[src/rtl/alu_exec_pkg.sv]
// Shared ALU constants: operation codes, widths and the MULT/DIV sequencer states.
package alu_exec_pkg;

  localparam int DATA_W   = 32;
  localparam int OP_SIZE  = 4;
  localparam int MD_ITERS = 32;

  localparam logic [OP_SIZE-1:0] ALU_ADD  = 4'd0;
  localparam logic [OP_SIZE-1:0] ALU_SUB  = 4'd1;
  localparam logic [OP_SIZE-1:0] ALU_AND  = 4'd2;
  localparam logic [OP_SIZE-1:0] ALU_OR   = 4'd3;
  localparam logic [OP_SIZE-1:0] ALU_NOR  = 4'd4;
  localparam logic [OP_SIZE-1:0] ALU_SLT  = 4'd5;
  localparam logic [OP_SIZE-1:0] ALU_SLL  = 4'd6;
  localparam logic [OP_SIZE-1:0] ALU_SRL  = 4'd7;
  localparam logic [OP_SIZE-1:0] ALU_LUI  = 4'd8;
  localparam logic [OP_SIZE-1:0] ALU_BEQ  = 4'd9;
  localparam logic [OP_SIZE-1:0] ALU_BGEZ = 4'd10;
  localparam logic [OP_SIZE-1:0] ALU_MFHI = 4'd11;
  localparam logic [OP_SIZE-1:0] ALU_MFLO = 4'd12;
  localparam logic [OP_SIZE-1:0] ALU_MULT = 4'd13;
  localparam logic [OP_SIZE-1:0] ALU_DIV  = 4'd14;

  typedef enum logic [1:0] {
    MD_IDLE  = 2'd0,
    MD_ITER  = 2'd1,
    MD_FIXUP = 2'd2
  } md_state_e;

  function automatic logic [DATA_W-1:0] mag(input logic [DATA_W-1:0] v);
    return v[DATA_W-1] ? -v : v;
  endfunction

endpackage

[src/rtl/alu_muldiv_seq.sv]
// Iterative signed MULT/DIV on unsigned magnitudes, one bit per cycle; owns HI/LO.
//   state    | meaning
//   MD_IDLE  | waiting for start; magnitudes and signs latched on start
//   MD_ITER  | 32 shift-add / restoring-divide steps, cnt 31..0
//   MD_FIXUP | apply signs, write HI/LO, raise done
module alu_muldiv_seq
  import alu_exec_pkg::*;
(
  input  logic              clk,
  input  logic              rst,
  input  logic              start,
  input  logic              is_div,
  input  logic [DATA_W-1:0] a,
  input  logic [DATA_W-1:0] b,
  output logic              busy,
  output logic              done,
  output logic [DATA_W-1:0] hi,
  output logic [DATA_W-1:0] lo
);

  md_state_e               state, state_nx;
  logic [4:0]              cnt;
  logic [2*DATA_W-1:0]     acc;
  logic [DATA_W-1:0]       m;
  logic                    div_q, sign_q, sign_a, b_zero;

  logic [DATA_W:0]         mul_sum, div_shift, div_diff;
  logic [2*DATA_W-1:0]     mstep, dstep;

  always_ff @(posedge clk) begin
    if (rst) state <= MD_IDLE;
    else     state <= state_nx;
  end

  always_comb begin
    state_nx = state;
    case (state)
      MD_IDLE:  if (start) state_nx = MD_ITER;
      MD_ITER:  if (cnt == 5'd0) state_nx = MD_FIXUP;
      MD_FIXUP: state_nx = MD_IDLE;
      default:  state_nx = MD_IDLE;
    endcase
  end

  // acc holds {partial product} for MULT and {remainder, shifting dividend/quotient} for DIV
  always_comb begin
    mul_sum   = {1'b0, acc[2*DATA_W-1:DATA_W]} + (acc[0] ? {1'b0, m} : '0);
    mstep     = {mul_sum, acc[DATA_W-1:1]};
    div_shift = {acc[2*DATA_W-1:DATA_W], acc[DATA_W-1]};
    div_diff  = div_shift - {1'b0, m};
    dstep     = div_diff[DATA_W] ? {div_shift[DATA_W-1:0], acc[DATA_W-2:0], 1'b0}
                                 : {div_diff[DATA_W-1:0],  acc[DATA_W-2:0], 1'b1};
  end

  always_ff @(posedge clk) begin
    if (rst) begin
      cnt    <= '0;
      acc    <= '0;
      m      <= '0;
      div_q  <= 1'b0;
      sign_q <= 1'b0;
      sign_a <= 1'b0;
      b_zero <= 1'b0;
      hi     <= '0;
      lo     <= '0;
      done   <= 1'b0;
    end else begin
      done <= 1'b0;
      case (state)
        MD_IDLE: if (start) begin
          div_q  <= is_div;
          sign_q <= a[DATA_W-1] ^ b[DATA_W-1];
          sign_a <= a[DATA_W-1];
          b_zero <= (b == '0);
          m      <= is_div ? mag(b) : mag(a);
          acc    <= {{DATA_W{1'b0}}, (is_div ? mag(a) : mag(b))};
          cnt    <= 5'(MD_ITERS - 1);
        end
        MD_ITER: begin
          acc <= div_q ? dstep : mstep;
          cnt <= cnt - 5'd1;
        end
        MD_FIXUP: begin
          if (div_q) begin
            hi <= sign_a ? -acc[2*DATA_W-1:DATA_W] : acc[2*DATA_W-1:DATA_W];
            lo <= b_zero ? '1 : (sign_q ? -acc[DATA_W-1:0] : acc[DATA_W-1:0]);
          end else begin
            {hi, lo} <= sign_q ? -acc : acc;
          end
          done <= 1'b1;
        end
        default: ;
      endcase
    end
  end

  // stays high through the done cycle so it falls together with result_valid
  assign busy = (state != MD_IDLE) || done;

endmodule

[src/rtl/alu_exec.sv]
// Execution-stage ALU: registered single-cycle datapath plus the MULT/DIV sequencer.
// ALU_OVERFLOW_EN enables registered signed-overflow detection on ADD/SUB.
module alu_exec
  import alu_exec_pkg::*;
(
  input  logic               clk,
  input  logic               rst,
  input  logic               op_valid,
  input  logic [OP_SIZE-1:0] Operation,
  input  logic [DATA_W-1:0]  A,
  input  logic [DATA_W-1:0]  B,
  input  logic [4:0]         shamt,
  output logic [DATA_W-1:0]  Result,
  output logic               Zero,
  output logic               Overflow,
  output logic               result_valid,
  output logic               busy
);

  logic [DATA_W-1:0] sum, diff, res, md_hi, md_lo;
  logic              zero, is_md, accept, md_done;

  assign is_md  = (Operation == ALU_MULT) || (Operation == ALU_DIV);
  assign accept = op_valid && !busy;

  alu_muldiv_seq u_md (
    .clk    (clk),
    .rst    (rst),
    .start  (accept && is_md),
    .is_div (Operation == ALU_DIV),
    .a      (A),
    .b      (B),
    .busy   (busy),
    .done   (md_done),
    .hi     (md_hi),
    .lo     (md_lo)
  );

  always_comb begin
    sum  = A + B;
    diff = A - B;
    res  = '0;
    case (Operation)
      ALU_ADD:  res = sum;
      ALU_SUB:  res = diff;
      ALU_AND:  res = A & B;
      ALU_OR:   res = A | B;
      ALU_NOR:  res = ~(A | B);
      ALU_SLT:  res = {{(DATA_W-1){1'b0}}, ($signed(A) < $signed(B))};
      ALU_SLL:  res = B << shamt;
      ALU_SRL:  res = B >> shamt;
      ALU_LUI:  res = {B[15:0], 16'h0};
      ALU_MFHI: res = md_hi;
      ALU_MFLO: res = md_lo;
      default:  res = '0;
    endcase
    case (Operation)
      ALU_BEQ:  zero = (A == B);
      ALU_BGEZ: zero = !A[DATA_W-1];
      default:  zero = (res == '0);
    endcase
  end

  always_ff @(posedge clk) begin
    if (rst) begin
      Result       <= '0;
      Zero         <= 1'b0;
      result_valid <= 1'b0;
    end else begin
      result_valid <= 1'b0;
      if (md_done) begin
        Result       <= md_lo;
        Zero         <= (md_lo == '0);
        result_valid <= 1'b1;
      end else if (accept && !is_md) begin
        Result       <= res;
        Zero         <= zero;
        result_valid <= 1'b1;
      end
    end
  end

`ifdef ALU_OVERFLOW_EN
  logic ovf;

  always_comb begin
    ovf = 1'b0;
    if (Operation == ALU_ADD)
      ovf = (A[DATA_W-1] == B[DATA_W-1]) && (sum[DATA_W-1] != A[DATA_W-1]);
    else if (Operation == ALU_SUB)
      ovf = (A[DATA_W-1] != B[DATA_W-1]) && (diff[DATA_W-1] != A[DATA_W-1]);
  end

  always_ff @(posedge clk) begin
    if (rst)                      Overflow <= 1'b0;
    else if (md_done)             Overflow <= 1'b0;
    else if (accept && !is_md)    Overflow <= ovf;
  end
`else
  assign Overflow = 1'b0;
`endif

endmodule

[config.mk]
export PLATFORM = sky130hd
export DESIGN_NAME = alu_exec
export DESIGN_NICKNAME = d
export VERILOG_FILES = /design/src/rtl/alu_exec_pkg.sv /design/src/rtl/alu_muldiv_seq.sv /design/src/rtl/alu_exec.sv
export SDC_FILE = /design/constraint.sdc
export NUM_CORES = 1
export LEC_CHECK = 0
export ABC_AREA = 1
export BUFFER_PORTS_ARGS = -buffer_cell sky130_fd_sc_hd__buf_2
export CORE_MARGIN = 8
export CORE_UTILIZATION = 40
export DETAILED_ROUTE_END_ITERATION = 8
export MAX_ROUTING_LAYER = met4
export SYNTH_ARGS = -nofsm -noshare
export SYNTH_HDL_FRONTEND = slang
export SYNTH_HIERARCHICAL = 1
export SYNTH_SLANG_ARGS = --single-unit
[constraint.sdc]
create_clock -name clk -period 7.2 [get_ports clk]
set_input_delay 0.72 -clock clk [delete_from_list [all_inputs] [get_ports clk]]
set_output_delay 0.72 -clock clk [all_outputs]
set_load 0.03 [all_outputs]
# Word-level counts from Yosys, hierarchy flattened
# Cells that the tools add are included.
word_totals:
  reg_bits: 206
  out_inout_bits: 36
op_classes:
  add_sub_neg: 10
  n_bitwise: 4
  magnitude_cmp: 1
  muxes: 29
  n_shift: 2
  n_eq_ne: 19
  n_reduce_logical: 20
op_table:
  columns: ["op", "count"]
  rows:
  - ["32-bit 2-to-1 mux", 12]
  - ["32-bit one-hot mux with 11 select lines", 1]
  - ["64-bit 2-to-1 mux", 4]
  - ["32-bit negation", 4]
  - ["64-bit one-hot mux with 2 select lines", 1]
  - ["32-bit logical NOT", 3]
  - ["64-bit negation", 1]
  - ["32-bit by 33-bit adder with 33-bit output", 1]
  - ["33-bit by 32-bit subtractor with 33-bit output", 1]
  - ["32-bit adder", 1]
  - ["32-bit bitwise AND", 1]
  - ["32-bit == test", 1]
  - ["32-bit < comparator", 1]
  - ["32-bit inverter", 1]
  - ["32-bit bitwise OR", 1]
  - ["32-bit by 5-bit left shift with 32-bit output", 1]
  - ["32-bit by 5-bit >> shifter with 32-bit output", 1]
  - ["32-bit subtractor", 1]
  - ["4-bit == test, second input constant", 7]
  - ["4-bit by 3-bit == test with 1-bit output, second input constant", 4]
  - ["5-bit one-hot mux with 2 select lines", 1]
  - ["4-bit by 2-bit == test with 1-bit output, second input constant", 2]
  - ["2-bit AND reduction", 3]
  - ["2-bit nonzero test", 3]
  - ["other kinds (17)", 28]

# Longest topological paths before layout
depth:
  ltp_word: 7
  depth_mapped: 24

# Modules after synthesis
# Netlist, hierarchy kept.
by_module_without_submodules:
  columns: ["mod", "n_inst", "area_each_um2", "seq_area_each_um2", "cells_per_inst"]
  rows:
  - ["alu_muldiv_seq", 1, 16991.3, 3443.3, 3013]
  - ["alu_exec", 1, 12187.9, 680.7, 2471]

# Worst setup path after synthesis
# No wires, ideal clock.
synth_path:
  path_kind: "in2reg"
  start: "input port A[0]"
  end: "register Zero"
  stages: 18
  setup_slack_ps: 4445
  arrival_time_ps: 2685
  required_time_ps: 7130
  n_path_buf: 0
  setup_ps: 70
  path_cell_list: "ha_1 fa_1 or2_2 nand3_1 nand2_1 nor2_1 nand2_1 nor2_1 nand3_1 nor2_1 nand2_1 nor2_1 nand3_1 nor2_1 nand2_1 o21ai_1 nand2_1 a21oi_1"
synth_via:
  elab_chain_cells: 7
synth_rtl:
  columns: ["item", "line", "text"]
  rows:
  - ["start: declaration", "alu_exec.sv:10", "input logic [DATA_W-1:0] A,"]
  - ["branches (longest 4 deep; another with 32-bit subtractor)", null, null]
  - ["1-bit one-hot mux with 2 select lines *", "alu_exec.sv:57", "case (Operation)"]
  - ["1-bit 2-to-1 mux *", "alu_exec.sv:75", "end else if (accept && !is_md) begin"]
  - ["1-bit 2-to-1 mux *", "alu_exec.sv:71", "if (md_done) begin"]
  - ["end signal: assignment", "alu_exec.sv:73", "Zero <= (md_lo == '0);"]
  - ["end signal: assignment", "alu_exec.sv:77", "Zero <= zero;"]
  - ["end: declaration", "alu_exec.sv:14", "output logic Zero,"]
# Mark *: on every way between the ends. The select of a mux whose other input is x is not followed.
# A chain may end at the register's enable or synchronous reset.

# Worst setup path in the final report
layout_path:
  start: "input port shamt[0]"
  end: "register Zero"
layout_via:
  elab_chain_cells: 6
layout_rtl:
  columns: ["item", "line", "text"]
  rows:
  - ["start: declaration", "alu_exec.sv:12", "input logic [4:0] shamt,"]
  - ["32-bit by 5-bit >> shifter with 32-bit output / 32-bit by 5-bit left shift with 32-bit output (equally long branches)", "alu_exec.sv:51, alu_exec.sv:50", null]
  - ["32-bit one-hot mux with 11 select lines *", "alu_exec.sv:43", "case (Operation)"]
  - ["32-bit logical NOT *", "alu_exec.sv:60", "default: zero = (res == '0);"]
  - ["1-bit one-hot mux with 2 select lines *", "alu_exec.sv:57", null]
  - ["1-bit 2-to-1 mux *", "alu_exec.sv:75", null]
  - ["1-bit 2-to-1 mux *", "alu_exec.sv:71", null]
# Mark *: on every way between the ends. The rest lies on a longest branch, timed or not. The select of a mux whose other input is x is not followed.

==> results.md <==
- Measured along the x axis, the die boundary spans about 290 um.
- In the post-route analysis, the smallest setup slack over all paths is approximately 3 ns.
- In this design, the stage delay of the slowest critical-path cell is roughly 0.62 ns.
- Along the worst path, the maximum fanout reaches 33.
- For this run, the top clock speed supported by timing is around 230 MHz.
- The initial utilization of the core area, before any placement, comes to around two fifths.
- The number of optimization iterations in the first detailed-route pass is 7.
- The initial antenna violation count is 10.
- The biggest area contributor in the post-synthesis netlist is sky130_fd_sc_hd__nand2_1.
- The routed wire length is 171000 um.
- In this run the tool buffered the top-level ports with 110 buffer cells.
- Summing over every cut layer, the via total after detailed routing is between 30k and 40k.
- Net switching is a little over two fifths of the power.
- Yosys attributes the largest share of cell area to sky130_fd_sc_hd__nand2_1, sky130_fd_sc_hd__dfxtp_1, sky130_fd_sc_hd__nand3_1.
- The number of nets in the layout is between 5k and 6k.
- The row count is between 90 and 100.
- The largest clock skew in the final design is roughly 0.032 ns.
- In this run the power density over the cells is roughly 140 nW/um^2.
- Routability-driven placement finished with a final weighted congestion of 1.12.
- For this design, the sink count on the clock tree is 206.
- For this design the static power due to leakage is 16.2 nW.
- The die covers around 80000 um^2.
- Summing all multi-input logic gate instances after layout gives 21100 um^2.
- The region available for standard cell placement spans 72600 um^2.
- The finished cells cover around 31000 um^2.
- The total I/O pin count is ~110.
- STA puts the critical path data required time at 7.71 ns.
- The power share of the combinational group is between 30% and 40%.
- For this run, design rule violations remaining after detail routing come to 0.
- TritonCTS built the clock tree.
- In this design, the largest share of critical-path delay is due to simple AND/OR/NAND/NOR gates.
- Walking the worst path, the cells encountered are buf_2 -> inv_2 -> nand2_1 -> nand3_1 -> nand3_1 -> nand3_1 -> nand3_1 -> nand3_1 -> nor2_1 -> nand2_1 -> nor2_1 -> nand2_1 -> nor2_1 -> nand3_1 -> o21ai_1 -> nand2_1 -> a21oi_1.
- The global-route total usage across every layer is slightly above 40%.
- For the pin with the worst max-slew slack, the measured transition is about 1.4 ns.
- The via count of the first global-routing pass is about 34k.
- The layout cell share with drive strength beyond 1 is 5.02%.
- The first global-routing pass estimated approximately 240000 um of wire.
- The critical path in this run is classified as in -> reg.
- The pin count of the biggest net entering global routing is 81.
- Fill cells in the final layout number around 8.4k.
- The starting DRC count in detailed routing is 4948.
- Buffers added to address setup during post-CTS repair amount to 0.
- The cell that appears most often on the critical path is sky130_fd_sc_hd__nand3_1.
- The tree is rooted in a sky130_fd_sc_hd__clkbuf_16.
- Cell internal power was estimated by the tool at 2.50 mW.
- The clock input transition at the sequential cells of the worst setup and hold paths is approximately 0.07 ns.
- At the later pin of the worst-skew pair, clock insertion delay measures roughly 0.6 ns.
- The count of nets left with antenna violations after detail routing is 0.
- The number of max-cap violations is 0.
- The number of warnings reported in the yosys synthesis log is 6.
- The area occupied by registers is approximately 4100 um^2.
- The highest ir drop seen on vdd is between 150 and 200 uV.
- The slowest stage of the critical path belongs to the cell sky130_fd_sc_hd__nor2_1.
- Measured against its own limit, the worst slew margin works out to 4.88%.
- The synthesized net count is between 5k and 6k.
- Sequential cells account for between 20% and 30% of the total power.
- After technology mapping, the gate count stands at around 5.5k.
- The total power is between 4 and 5 mW.
- The analysis attributes to net switching a power of 1.94 mW.
- The overflow left after global routing is 0.
- The number of clock buffers added by TritonCTS is 27.
- The total of cells resized after clock tree synthesis is 0.
- The synthesized area per cell is about 5.3 um^2.
- Setup slack on the worst reg-to-reg path comes out at between 3 and 4 ns.
- The max-slew violation total from the final report is 0.
- The synthesized netlist occupies a cell area of 29200 um^2.
- OpenSTA, run right after detailed placement, puts the worst setup slack at around 2.6 ns.
- The post-synthesis cell type count is 54.
- The die height is approximately 290 um.
- The time the worst path needs with I/O delays and setup is 4.29 ns.
- The post-synthesis async set-or-reset flop share is 0%.
- The worst endpoint data arrival time is 4.79 ns.
- Detailed placement finished with a half-perimeter wire length of between 100000 and 150000 um.
- The proportion of netlist area held by the largest area contributor is roughly a fifth.
- Setup repair after global routing left no endpoint under its margin.
- The nature of the critical path startpoint is an input port.
- The accumulated negative setup slack is 0 ns.
- Measured on the finished design, the core utilization comes to 43.0%.
- Buffers inserted to repair hold after CTS numbered 0.
- The number of endpoints with negative hold slack in the final report is 0.
- The worst setup path is captured at a flop.
- The run finished with clean final reports.
- The total setup violations reported at the end of the flow is 0.
- In this run the worst hold path is classified as reg -> reg.
- The via count normalized by instance count is ~5.8.
- After synthesis, flip-flops and latches occupy between 10 and 15% of the total area.
- The portion of total power attributed to the clock network is 33.9%.
- The commonest cells after synthesis are sky130_fd_sc_hd__nand2_1, sky130_fd_sc_hd__inv_1, sky130_fd_sc_hd__nand3_1, sky130_fd_sc_hd__nor2_1, sky130_fd_sc_hd__a21oi_1.
- The maximum buffer depth of the clock tree is 3.
- The routed length per instance is 26.5 um.
- Counting flops with a built-in enable in the synthesized netlist gives 0.
- The post-place instance area is 30200 um^2.
- The synthesized flop and latch total is 206.
- In this run the number of H-tree levels came out at 1.
- The most used flip-flop cell after synthesis is sky130_fd_sc_hd__dfxtp_1.
- The synthesis-to-layout area growth is 6.99%.
- Counting both buffers and inverters, the worst setup path holds a total of 2.
- The post-route fraction of the period consumed by the critical path is 59.5%.
- The most common cell in the synthesized netlist is sky130_fd_sc_hd__nand2_1.
[metal layers]
layer,global-route usage (%),up-vias,wire [um]
met4,28.7,0,15400
met1,49.8,17200,66900
met5,-,-,0
met2,61.6,2153,73100
met3,5.65,505,15200
li1,-,17600,-
[state kept, by name, summed over array words and instances, names as in the netlist]
signal        count
u_md/lo          32
Result           32
u_md/hi          32
result_valid      1
u_md/done         1
u_md/b_zero       1
u_md/m           32
u_md/sign_a       1
u_md/acc         64
u_md/div_q        1
u_md/state        2
u_md/sign_q       1
Zero              1
u_md/cnt          5
[final cells by class]
| type | count | area share [%] |
|---|---|---|
| Inverter | 779 | 9.37 |
| Tap cell | 959 | 3.84 |
| Antenna cell | 8 | 0.0641 |
| Multi-Input combinational cell | 4273 | 67.6 |
| Clock buffer | 36 | 2.37 |
| Clock inverter | 14 | 0.701 |
| Sequential cell | 206 | 13.2 |
| Timing Repair Buffer | 153 | 2.85 |
[layout by cell type, fill, tap and decap left out, drive strengths merged, types with 2 or more instances in the layout]
master    synthesis  layout
nand2          1667    1667
inv             776     777
nand3           717     717
nor2            600     600
o21ai           317     317
a21oi           302     302
dfxtp           206     206
ha              173     173
buf             102     153
xor2             91      91
nand4            66      66
nor3             65      65
a31oi            58      58
o211ai           54      54
clkbuf          124      36
o21bai           19      19
xnor2            19      19
nand3b           17      17
o221ai           15      15
nor4             15      15
or2              13      13
and2             11      11
clkinv            3       9
diode             0       8
a21boi            8       8
a22oi             7       7
a21o              6       6
nor3b             5       5
and3              5       5
bufinv            0       5
o22ai             4       4
fa                4       4
o31ai             3       3
a211oi            3       3
clkinvlp          0       2
o21a              2       2
[worst paths after layout]
kind,startpoint,end,cells after the start
hold reg to reg,u_md/cnt[4],u_md/cnt[4],1
setup / recovery,shamt[0],Zero,17
setup reg to reg,u_md/done,u_md/acc[3],12
hold / removal,u_md/cnt[4],u_md/cnt[4],1
[metrics by stage]
step	std cells	hold WS, ns
after global placement	6370	0.458
final	6428	0.473
after global routing	6426	0.493
after detailed placement	6370	0.459
after CTS	6420	0.473
after floorplan	5484	0.433
[worst register-to-register path: stages (launching register included)]
cell and delay, ns:
sky130_fd_sc_hd__dfxtp_1 0.31, sky130_fd_sc_hd__buf_4 0.38, sky130_fd_sc_hd__inv_1 0.08, sky130_fd_sc_hd__nand2_1 0.17, sky130_fd_sc_hd__nor3b_1 0.08, sky130_fd_sc_hd__nand2_1 0.09, sky130_fd_sc_hd__clkinv_1 0.22, sky130_fd_sc_hd__buf_4 0.31
sky130_fd_sc_hd__nor2_4 0.12, sky130_fd_sc_hd__buf_4 0.65, sky130_fd_sc_hd__inv_1 0.78, sky130_fd_sc_hd__o21ai_0 0.39, sky130_fd_sc_hd__a31oi_1 0.06
[cell families (layout without fill, tap and decap cells)]
logic type | after synthesis | count (layout) | share of synthesized area (%)
flip-flops | 206 | 206 | 14.1
XOR/XNOR | 110 | 110 | 3.30
adder cells (fa/ha/maj) | 177 | 177 | 7.69
AO/OA/AOI/OAI | 804 | 804 | 15.3
AND/OR/NAND/NOR | 3181 | 3181 | 45.9
other | 1 | 9 | 0.0129
buffers and inverters | 1005 | 982 | 13.7
[power by group through the flow]
stage / logic (mW) / registers [mW] / clock network (mW)
final: 1.74 / 1.20 / 1.51
after global routing: 1.85 / 1.20 / 1.56
after CTS: 1.68 / 1.20 / 1.52
after detailed placement: 1.67 / 1.23 / 0
after global placement: 1.69 / 1.23 / 0
after floorplan: 1.05 / 1.23 / 0
No activity file was read; power rests on OpenSTA's default activity.
